==> src/rtl/dram_1rw1r_pkg.sv <==
// Shared definitions for the distributed queue-storage RAM and the
// peripheral-interconnect queue that instantiates it.
//   clog2    : ceiling log2 of a positive count (clog2(1) = 0)
//   dram_aw  : address width for an SZ-entry RAM, never below one bit
//   pi_op_e  : queue operation encoding stored in the op array
package dram_1rw1r_pkg;

  function automatic int unsigned clog2(input int unsigned n);
    int unsigned r;
    int unsigned v;
    r = 0;
    v = (n > 0) ? n - 1 : 0;
    while (v > 0) begin
      r++;
      v = v >> 1;
    end
    return r;
  endfunction

  // A one-entry RAM still carries a one-bit address so that address 1
  // exists and can be recognised as out of range.
  function automatic int unsigned dram_aw(input int unsigned sz);
    return (sz <= 1) ? 1 : clog2(sz);
  endfunction

  localparam int unsigned DRAM_SZ_DEFAULT = 2;
  localparam int unsigned DRAM_DW_DEFAULT = 16;

  typedef enum logic [1:0] {
    NOOP = 2'b00,
    WROP = 2'b01,
    RDOP = 2'b10,
    RWOP = 2'b11
  } pi_op_e;

endpackage

==> src/rtl/dram_1rw1r.sv <==
// Two-port distributed RAM used as per-master queue storage.
// Port 0 is a combinational read port; port 1 writes on the rising edge
// of clk1_i and also reads combinationally. Contents clear asynchronously
// while rst_n_i is low.
//
// Parameters:
//   SZ : number of entries (>= 1, any value)
//   DW : entry width in bits (>= 1)
//   AW : derived address width, max(1, clog2(SZ))
// Ports:
//   clk1_i  in  1  : write clock, rising edge
//   rst_n_i in  1  : asynchronous active-low clear
//   we1_i   in  1  : port-1 write enable
//   addr0_i in  AW : port-0 read address
//   addr1_i in  AW : port-1 read/write address
//   i1      in  DW : port-1 write data
//   o0      out DW : mem[addr0_i], zero when out of range
//   o1      out DW : mem[addr1_i], zero when out of range
// Build option:
//   DRAM_WRBYPASS_EN : write-first reads; an in-range port-1 write is
//                      forwarded to o1, and to o0 when the addresses match.
//                      Undefined gives read-before-write.
module dram_1rw1r
  import dram_1rw1r_pkg::*;
#(
  parameter int unsigned SZ = DRAM_SZ_DEFAULT,
  parameter int unsigned DW = DRAM_DW_DEFAULT,
  localparam int unsigned AW = dram_aw(SZ)
) (
  input  logic          clk1_i,
  input  logic          rst_n_i,
  input  logic          we1_i,
  input  logic [AW-1:0] addr0_i,
  input  logic [AW-1:0] addr1_i,
  input  logic [DW-1:0] i1,
  output logic [DW-1:0] o0,
  output logic [DW-1:0] o1
);

  logic [DW-1:0] mem [SZ];
  logic [DW-1:0] rd0;
  logic [DW-1:0] rd1;

  // Per-entry address match rather than direct indexing: addresses at or
  // beyond SZ match no entry, so writes there drop and reads return zero
  // without a separate range check or an out-of-bounds array index.
  always_ff @(posedge clk1_i or negedge rst_n_i) begin
    if (!rst_n_i) begin
      for (int unsigned e = 0; e < SZ; e++) begin
        mem[e] <= '0;
      end
    end else if (we1_i) begin
      for (int unsigned e = 0; e < SZ; e++) begin
        if (addr1_i == AW'(e)) begin
          mem[e] <= i1;
        end
      end
    end
  end

  always_comb begin
    rd0 = '0;
    rd1 = '0;
    for (int unsigned e = 0; e < SZ; e++) begin
      if (addr0_i == AW'(e)) begin
        rd0 = mem[e];
      end
      if (addr1_i == AW'(e)) begin
        rd1 = mem[e];
      end
    end
  end

`ifdef DRAM_WRBYPASS_EN
  logic addr1_ok;
  logic byp1;
  logic byp0;

  assign addr1_ok = (32'(addr1_i) < SZ);
  // Bypass is suppressed under reset so the outputs stay at zero.
  assign byp1     = rst_n_i && we1_i && addr1_ok;
  assign byp0     = byp1 && (addr0_i == addr1_i);

  always_comb begin
    o0 = byp0 ? i1 : rd0;
    o1 = byp1 ? i1 : rd1;
  end
`else
  always_comb begin
    o0 = rd0;
    o1 = rd1;
  end
`endif

endmodule

==> config.mk <==
export PLATFORM = sky130hd
export DESIGN_NAME = dram_1rw1r
export DESIGN_NICKNAME = d
export VERILOG_FILES = /design/src/rtl/dram_1rw1r_pkg.sv /design/src/rtl/dram_1rw1r.sv
export SDC_FILE = /design/constraint.sdc
export NUM_CORES = 1
export LEC_CHECK = 0
export CELL_PAD_IN_SITES_DETAIL_PLACEMENT = 0
export CELL_PAD_IN_SITES_GLOBAL_PLACEMENT = 2
export CORE_UTILIZATION = 31
export DETAILED_ROUTE_END_ITERATION = 12
export PLACE_DENSITY_LB_ADDON = 0.3
export SLEW_MARGIN = 40
export SYNTH_ARGS = -nofsm -noshare
export SYNTH_HDL_FRONTEND = slang
export SYNTH_SLANG_ARGS = --single-unit
==> constraint.sdc <==
create_clock -name clk1_i -period 1.9 [get_ports clk1_i]
set_input_delay 0.475 -clock clk1_i [delete_from_list [all_inputs] [get_ports clk1_i]]
set_output_delay 0.475 -clock clk1_i [all_outputs]
set_load 0.005 [all_outputs]
# Word-level counts from Yosys, hierarchy flattened

Cells that the tools add are included.
W data, S select, Z words.

Input port bits: 21
Register bits: 32
Logic and storage cells: 7
Output and inout bits: 32

Multiplexer cells: 2
Reductions and logical operators: 2
Bitwise logic cells: 1

Operators by type and width:

| operator          | number |
|---|---|
| $mux W16          | 2 |
| $reduce_and A2 Y1 | 2 |
| $not A1 Y1        | 1 |

# Logic depth before layout (Yosys ltp)

Gate-level depths: netlist of run 1.

Word-level depth: 2
Gate-level depth with buffers: 5

# Worst setup path after synthesis of run 1

OpenSTA, ideal clock, no wires.

Kind: input-to-output
From: input addr0_i
To: output o0[10]
Path slack: 0.225 ns
Cell stages on the path: 3
Required time: 1.425 ns
Buffers on the path: 2
Arrival time: 1.200 ns
Cells stage by stage: buf_2 buf_2 mux2_2

Longest elaborated chain between the ends: 1

Ends and longest elaborated chain:

| what        | line             | source |
|---|---|---|
| from (decl) | dram_1rw1r.sv:33 | `input logic [AW-1:0] addr0_i,` |
| $mux W16    | dram_1rw1r.sv:65 | `if (addr0_i == AW'(e)) begin` |
| to (decl)   | dram_1rw1r.sv:36 | `output logic [DW-1:0] o0,` |

No other way between the ends.

# Worst setup path in the final report of run 1

From: input addr1_i
To: output o1[2]

Longest elaborated chain between the ends: 1

Ends and longest elaborated chain:

| what        | line             | source |
|---|---|---|
| from (decl) | dram_1rw1r.sv:34 | `input logic [AW-1:0] addr1_i,` |
| $mux W16    | dram_1rw1r.sv:68 | `if (addr1_i == AW'(e)) begin` |
| to (decl)   | dram_1rw1r.sv:37 | `output logic [DW-1:0] o1` |

No other way between the ends.

==> impl_metrics.ini, run 1 <==
[cts]
cts.sinks = 32
cts_hold_buf = 0
cts_root_buffer = clkbuf_8
cts_tree = yes
clk_pin_slew_worst_paths_ps = 60
htree_num_levels = 2
clk_latency_ps = 280
clk_path_buf_depth = 2
cts_buffers = 5

[route]
dr.first_iter.drc_count = 36
vias_per_cell = 4.52
final_antenna_net_count = 0
routed_wl_mm = 3.73
vias = 1134
dr.pass1.iters = 3
drc = 0
wire_per_inst_um = 14.8

[die]
die_width_um = 74.8
core_sq_mm = 0.00511
die_h_um = 74.8
fp.dieArea_sq_mm = 0.00560
rows = 26
initial_utilization_pct = 32.2
ios = 53

[final_layout]
synthToLayoutAreaGrowth_pct = 47.0
largest_reg_flops = 32
drive_gt1_share_pct = 55.8
fin_nets = 202
post-route-util_pct = 47.3
final_common_cell = mux2_2
top_register = mem
stdcell_count = 251
layout_common_cells = mux2_2 (54), dfrtp_1 (32), buf_4 (20)
reg.largest.list = mem: 32 flops
diodes = 0

[power]
ir_worst_vdd_uv = 408
power_frac_seq_pct = 45.1
p_switching_uw = 482
clockPowerShare_pct = 25.5
comb_power_share_pct = 29.4
sw_frac_of_total_pct = 25.4
powerDensity_mw_per_mm2 = 784
p_int_mw = 1.41
power.static_leakage_nw = 1.08

[timing]
hold_violations = 0
rsz0062_at_grt = no
maxSlewHeadroom_pct = 71.5
slew_viol_final = 0
finalCritPeriodShare_pct = 98.4
setup_viol = 0
tightest_slew_ps = 427
fin_worst_skew_ps = 0
max_freq_mhz = 535
finalCriticalPeriod_ps = 1870

[setup_path]
path_class = in -> out
critPathMaxFanout = 6
worstPathRequired_ps = 1420
crit_start = addr1_i
crit_arrival_ps = 1390
cp-start-kind = input port
cp-end-kind = primary output
crit-reg2reg-launch = mem[16]

[synth]
synth_area_sq_mm = 0.00164
syn-instance-count = 105
syn_area_per_cell_sq_um = 15.7
ys_warn_count = 0
ys_types = 9
ys_seq_area_share_pct = 48.7
synth-seq-cells = 32
syn-num-nets = 126

[status]
status = completed

[global_route]
grt_pass1_vias = 1195
grt_usage_pct = 14.7
grt_max_degree = 33
grt_pass1_wl_mm = 5.83
overflow = 0
antenna_found_initial = 0

[min_path]
hp-class = reg -> reg
hp-start = mem[12]

[job]
drv_cap = 0

[place]
place_congestion = 0.732
io_buffers = 52
dp_cells = 229
dp_hpwl_mm = 2.61
## kinds of logic (layout without fill, tap and decap cells)
family / Yosys count / count (layout) / share of synthesized area [%]
buffers and inverters: 7 / 83 / 3.96
flip-flops: 32 / 32 / 48.7
multiplexers: 64 / 64 / 46.1
AND/OR/NAND/NOR: 2 / 2 / 1.22
## per-stage QoR
| step | power, mW | hold slack, ps | cell area [sq um] | worst slack [ps] | TNS (ps) |
|---|---|---|---|---|---|
| final | 1.89 | 528 | 2420 | 30.3 | 0 |
| after floorplan | 1.14 | 179 | 1640 | 225 | 0 |
| after detailed placement | 1.49 | 514 | 2250 | -578 | -17160 |
| after global routing | 2.01 | 552 | 2420 | 5.18 | 0 |
| after global placement | 1.47 | 499 | 2250 | -555 | -16990 |
| after CTS | 1.91 | 527 | 2410 | 2.96 | 0 |
## what timing repair did
item | CTS | global route
gates cloned | 0 | 0
resized for setup | 56 | 9
setup endpoints to repair | 32 | 10
setup buffers | 15 | 1
## layout make-up
| cell class | instances | area [sq um] |
|---|---|---|
| Clock inverter | 1 | 5.00 |
| Clock buffer | 6 | 72.6 |
| Sequential cell | 32 | 801 |
| Timing Repair Buffer | 76 | 673 |
| Multi-Input combinational cell | 66 | 778 |
| Tap cell | 70 | 87.6 |
| Fill cell | 486 | 2690 |
## power groups by stage
stage	clock, mW	combinational, mW	sequential, mW
floorplan	0	0.295	0.841
global placement	0	0.614	0.856
detailed placement	0	0.620	0.866
CTS	0.497	0.560	0.855
global route	0.530	0.605	0.871
finish	0.483	0.558	0.855
## cell usage after synthesis (all sizes together)
library cell / number / share of area (%)
buf: 7 / 4.0
dfrtp: 32 / 49
mux2: 64 / 46
nand2: 1 / 0.68
nor2b: 1 / 0.53
## metal layers
layer / part of all wire, % / routed length [um] / global-route usage [%] / up-vias
met5: 0 / 0 / 0 / -
met4: 1.6 / 61 / 6.29 / 0
met3: 4.3 / 159 / 4.15 / 7
met2: 54 / 2000 / 26.6 / 34
met1: 40 / 1510 / 16.0 / 564
li1: - / - / - / 529
## worst max-delay path: stages
cell and delay, ps:
buf_4 110, buf_6 120, buf_4 100, mux2_2 320
dlygate4sd2_1 270
## path summary, 6_finish.rpt
kind	to	slack [ps]	cells past startpoint
max in group asynchronous	mem[12]	990	2
setup / recovery	o1[2]	30	5
hold / removal	mem[12]	530	1
setup reg to reg	mem[16]	1100	1
min in group asynchronous	mem[4]	590	2
hold reg to reg	mem[12]	530	1
Note: power is estimated with default switching activity, not from simulation.
==> inputs of run 2 (changes only) <==
- PLACE_DENSITY: unset -> 0.91
- PLACE_DENSITY_LB_ADDON: 0.3 -> unset
==> impl_metrics.ini, run 2 (synthesized netlist as in run 1, its figures left out) <==
[power]
power.static_leakage_nw = 1.06
ir_worst_vdd_uv = 426
p_total_mw = 1.93
powerDensity_mw_per_mm2 = 805

[global_route]
grt_usage_pct = 15.1
grt_pass1_vias = 1199
grt_pass1_wl_mm = 6.02
grt_max_degree = 33
overflow = 0
antenna_found_initial = 0

[timing]
max_freq_mhz = 535
hold_violations = 0
fin_worst_skew_ps = 0
slew_viol_final = 0
finalCritPeriodShare_pct = 98.4
rsz0062_at_grt = no
setup_viol = 0
finalCriticalPeriod_ps = 1870
worst_slack_ps = 31.1
maxSlewHeadroom_pct = 71.5
tightest_slew_ps = 428

[route]
routed_wl_mm = 3.73
dr.pass1.iters = 2
drc = 0
final_antenna_net_count = 0
dr.first_iter.drc_count = 30
vias_per_cell = 4.51
vias = 1082
wire_per_inst_um = 15.5

[final_layout]
top_register = mem
num-fill-cells = 476
stdcell_count = 240
diodes = 0
largest_reg_flops = 32
layout_common_cells = mux2_2 (54), dfrtp_1 (32), dlygate4sd2_1 (31)
reg.largest.list = mem: 32 flops
synthToLayoutAreaGrowth_pct = 46.0
fin_nets = 190
final_common_cell = mux2_2
drive_gt1_share_pct = 50.6

[die]
rows = 26
ios = 53
die_width_um = 74.8
die_h_um = 74.8
fp.dieArea_sq_mm = 0.00560
core_sq_mm = 0.00511
initial_utilization_pct = 32.2

[setup_path]
crit_chain = buf_6, buf_16, buf_6, mux2_2, dlygate4sd2_1
crit_family = buffers and inverters
cp-end-kind = primary output
path_class = in -> out
slowest_delay_ps = 320
critPathMaxFanout = 6
crit_path_top_delay_cell = mux2_2
cp-start-kind = input port
crit_arrival_ps = 1390
worst-path-buf-inv = 4
path_common_cell = buf_6
worstPathRequired_ps = 1420

[cts]
cts.sinks = 32
cts_hold_buf = 0
cts_buffers = 5
clk_latency_ps = 270
cts_root_buffer = clkbuf_8
clk_pin_slew_worst_paths_ps = 60
cts_tree = yes
htree_num_levels = 2
clk_path_buf_depth = 2

[job]
drv_cap = 0

[place]
dp_hpwl_mm = 2.42
place_congestion = 0.725
dp_cells = 228
pre_cts_ws_ps = -560
io_buffers = 52

[min_path]
hp-class = reg -> reg

[status]
status = completed
## run 2: cell count changes in the layout (fill, tap and decap cells not counted), sizes merged
cell	delta
buf	-15
dlygate4sd2	+12
clkdlybuf4s15	-9
clkbuf	+2
clkinv	-1
## run 2: what timing repair did
action,in CTS,in global routing
setup buffers,2,0
gates cloned,2,0
endpoints found under the setup margin,32,1
gates resized for setup,48,1
## run 2: layout make-up
type,count,area (sq um),share of cell area (%)
flip-flops and latches,32,801,33.4
clock buffers,8,90.1,3.75
repair buffers,64,643,26.8
well taps,70,87.6,3.65
multi-input cells,66,778,32.4
## run 2: final timing paths
path | startpoint | end | slack, ps | cells past startpoint
hold / removal | mem[15] | mem[15] | 520 | 1
setup / recovery | addr0_i | o0[14] | 30 | 5
max in group asynchronous | rst_n_i | mem[23] | 990 | 2
min in group asynchronous | rst_n_i | mem[22] | 600 | 2
hold reg to reg | mem[15] | mem[15] | 520 | 1
setup reg to reg | mem[25] | mem[25] | 1110 | 1
## run 2: metrics by stage
step           instance area (sq um)  hold WS (ps)  util, %  setup TNS, ps
3_3_place_gp                    2270           499     44.5         -17110
6_report                        2400           525     47.0              0
3_5_place_dp                    2270           511     44.5         -17060
5_1_grt                         2400           539     47.0              0
4_1_cts                         2400           528     47.0              0
2_1_floorplan                   1640           179        -              0
## run 2: per-layer routing
metal	track usage, %	share of wire (%)
met3	2.81	3.3
met1	18.4	45
met2	26.2	51
met4	6.29	0.91
met5	0	0
## run 2: where the power goes
group	internal [mW]	switching [mW]
registers	0.783	0.0693
logic	0.375	0.176
clock network	0.295	0.233
total	1.45	0.478
==> inputs of run 3 (changes only) <==
- CORE_UTILIZATION: 31 -> 33
- PLACE_DENSITY: 0.91 -> 0.95
- clock period: 1.9 -> 2.3 ns (I/O delays scaled with it)
==> impl_metrics.ini, run 3 (synthesized netlist as in run 1, its figures left out) <==
[status]
status = completed

[timing]
maxSlewHeadroom_pct = 72.7
finalCritPeriodShare_pct = 98.3
rsz0062_at_grt = no
slew_viol_final = 0
whs_ps = 527
fin_worst_skew_ps = 0
worst_slack_ps = 38.0
tightest_slew_ps = 409
setup_viol = 0
hold_violations = 0
max_freq_mhz = 442
finalCriticalPeriod_ps = 2260
setup_tns_ps = 0

[global_route]
grt_pass1_vias = 1158
grt_usage_pct = 16.0
antenna_found_initial = 0
overflow = 0
grt_max_degree = 33
grt_pass1_wl_mm = 6.15

[setup_path]
r2r_setup_slack_ps = 1510
path_class = in -> out
crit_chain = buf_2, buf_12, mux2_2, clkdlybuf4s50_1
crit_path_top_delay_cell = clkdlybuf4s50_1
crit_start = addr1_i
cp-endpoint = o1[15]
critPathMaxFanout = 9
r2r_cells = 1
slowest_delay_ps = 440
cp-start-kind = input port
r2r-end = mem[22]
worst-path-stages = 4
worstPathRequired_ps = 1730
crit_arrival_ps = 1690
crit_family = buffers and inverters
cp-end-kind = primary output
worst-path-buf-inv = 3
crit-reg2reg-launch = mem[22]

[job]
drv_cap = 0

[power]
p_switching_uw = 400
ir_worst_vdd_uv = 363
comb_power_share_pct = 30.9
powerDensity_mw_per_mm2 = 703
power_frac_seq_pct = 41.8
p_int_mw = 1.28
power.static_leakage_nw = 0.994
clockPowerShare_pct = 27.3
sw_frac_of_total_pct = 23.7

[final_layout]
fin_nets = 186
stdcell_count = 232
synthToLayoutAreaGrowth_pct = 45.7
num-fill-cells = 412
reg.largest.list = mem: 32 flops
seqCellArea_sq_um = 801
largest_reg_flops = 32
layout_common_cells = mux2_2 (54), clkdlybuf4s50_1 (50), dfrtp_1 (32)
diodes = 0
top_register = mem
final_common_cell = mux2_2
multi_input_area_sq_um = 778
drive_gt1_share_pct = 50.3

[die]
rows = 25
core_sq_mm = 0.00475
die_h_um = 72.6
die_width_um = 72.6
fp.dieArea_sq_mm = 0.00527
ios = 53
initial_utilization_pct = 34.6

[route]
vias = 1064
drc = 0
vias_per_cell = 4.59
routed_wl_mm = 3.70
wire_per_inst_um = 15.9
dr.pass1.iters = 4
dr.first_iter.drc_count = 30
final_antenna_net_count = 0

[place]
dp_hpwl_mm = 2.43
io_buffers = 52
place_congestion = 0.682
pre_cts_ws_ps = -345
dp_cells = 223

[cts]
cts.sinks = 32
cts_setup_buffers = 0
cts_root_buffer = clkbuf_8
clk_latency_ps = 280
htree_num_levels = 2
cts_buffers = 5
cts_hold_buf = 0
clk_pin_slew_worst_paths_ps = 60
clk_path_buf_depth = 2
cts_tree = yes

[min_path]
hp-class = reg -> reg
holdPathStages = 1
-- run 3: cell count changes in the layout (fill, tap and decap cells not counted) --
| cell | delta |
|---|---|
| buf_4 | -3 |
| dlygate4sd2_1 | -31 |
| clkdlybuf4s50_1 | +32 |
| clkbuf_8 | +1 |
| buf_2 | +2 |
| clkdlybuf4s15_1 | -1 |
| clkbuf_1 | -2 |
| buf_6 | -3 |
-- run 3: routing by layer --
metal	vias up	wire length, um	track usage (%)
met1	523	1620	19.9
met5	-	0	0
li1	499	-	-
met3	7	128	2.62
met2	35	1880	27.0
met4	0	68	7.84
-- run 3: area by class of cell --
class	count	area share, %
tap	67	3.50
clock buffer	7	4.02
multi-input combinational	66	32.5
timing repair buffer	60	26.5
sequential	32	33.4
-- run 3: worst min path at each step --
| stage | slack (ps) | to | from |
|---|---|---|---|
| global placement | 500 | mem[13] | mem[13] |
| detailed placement | 510 | mem[8] | mem[8] |
| CTS | 530 | mem[8] | mem[8] |
| floorplan | 280 | mem[0] | rst_n_i |
| finish | 530 | mem[8] | mem[8] |
| global route | 540 | mem[6] | mem[6] |
-- run 3: through the flow --
stage,utilization (%),power [mW],area [sq um]
final,50.4,1.68,2390
after global routing,50.4,1.78,2390
after CTS,50.4,1.70,2390
after detailed placement,47.4,1.23,2250
after global placement,47.4,1.21,2250
after floorplan,-,0.939,1640
-- run 3: timing repair --
item / CTS / global route
gates resized for setup: 12 / 0
endpoints found under the hold margin: 0 / 0
endpoints found under the setup margin: 32 / 0
-- run 3: power groups by stage --
stage	logic [mW]	clock network, mW	registers (mW)
after floorplan	0.244	0	0.695
after global placement	0.507	0	0.704
after detailed placement	0.513	0	0.712
after CTS	0.528	0.473	0.704
after global routing	0.557	0.499	0.720
final	0.521	0.459	0.705
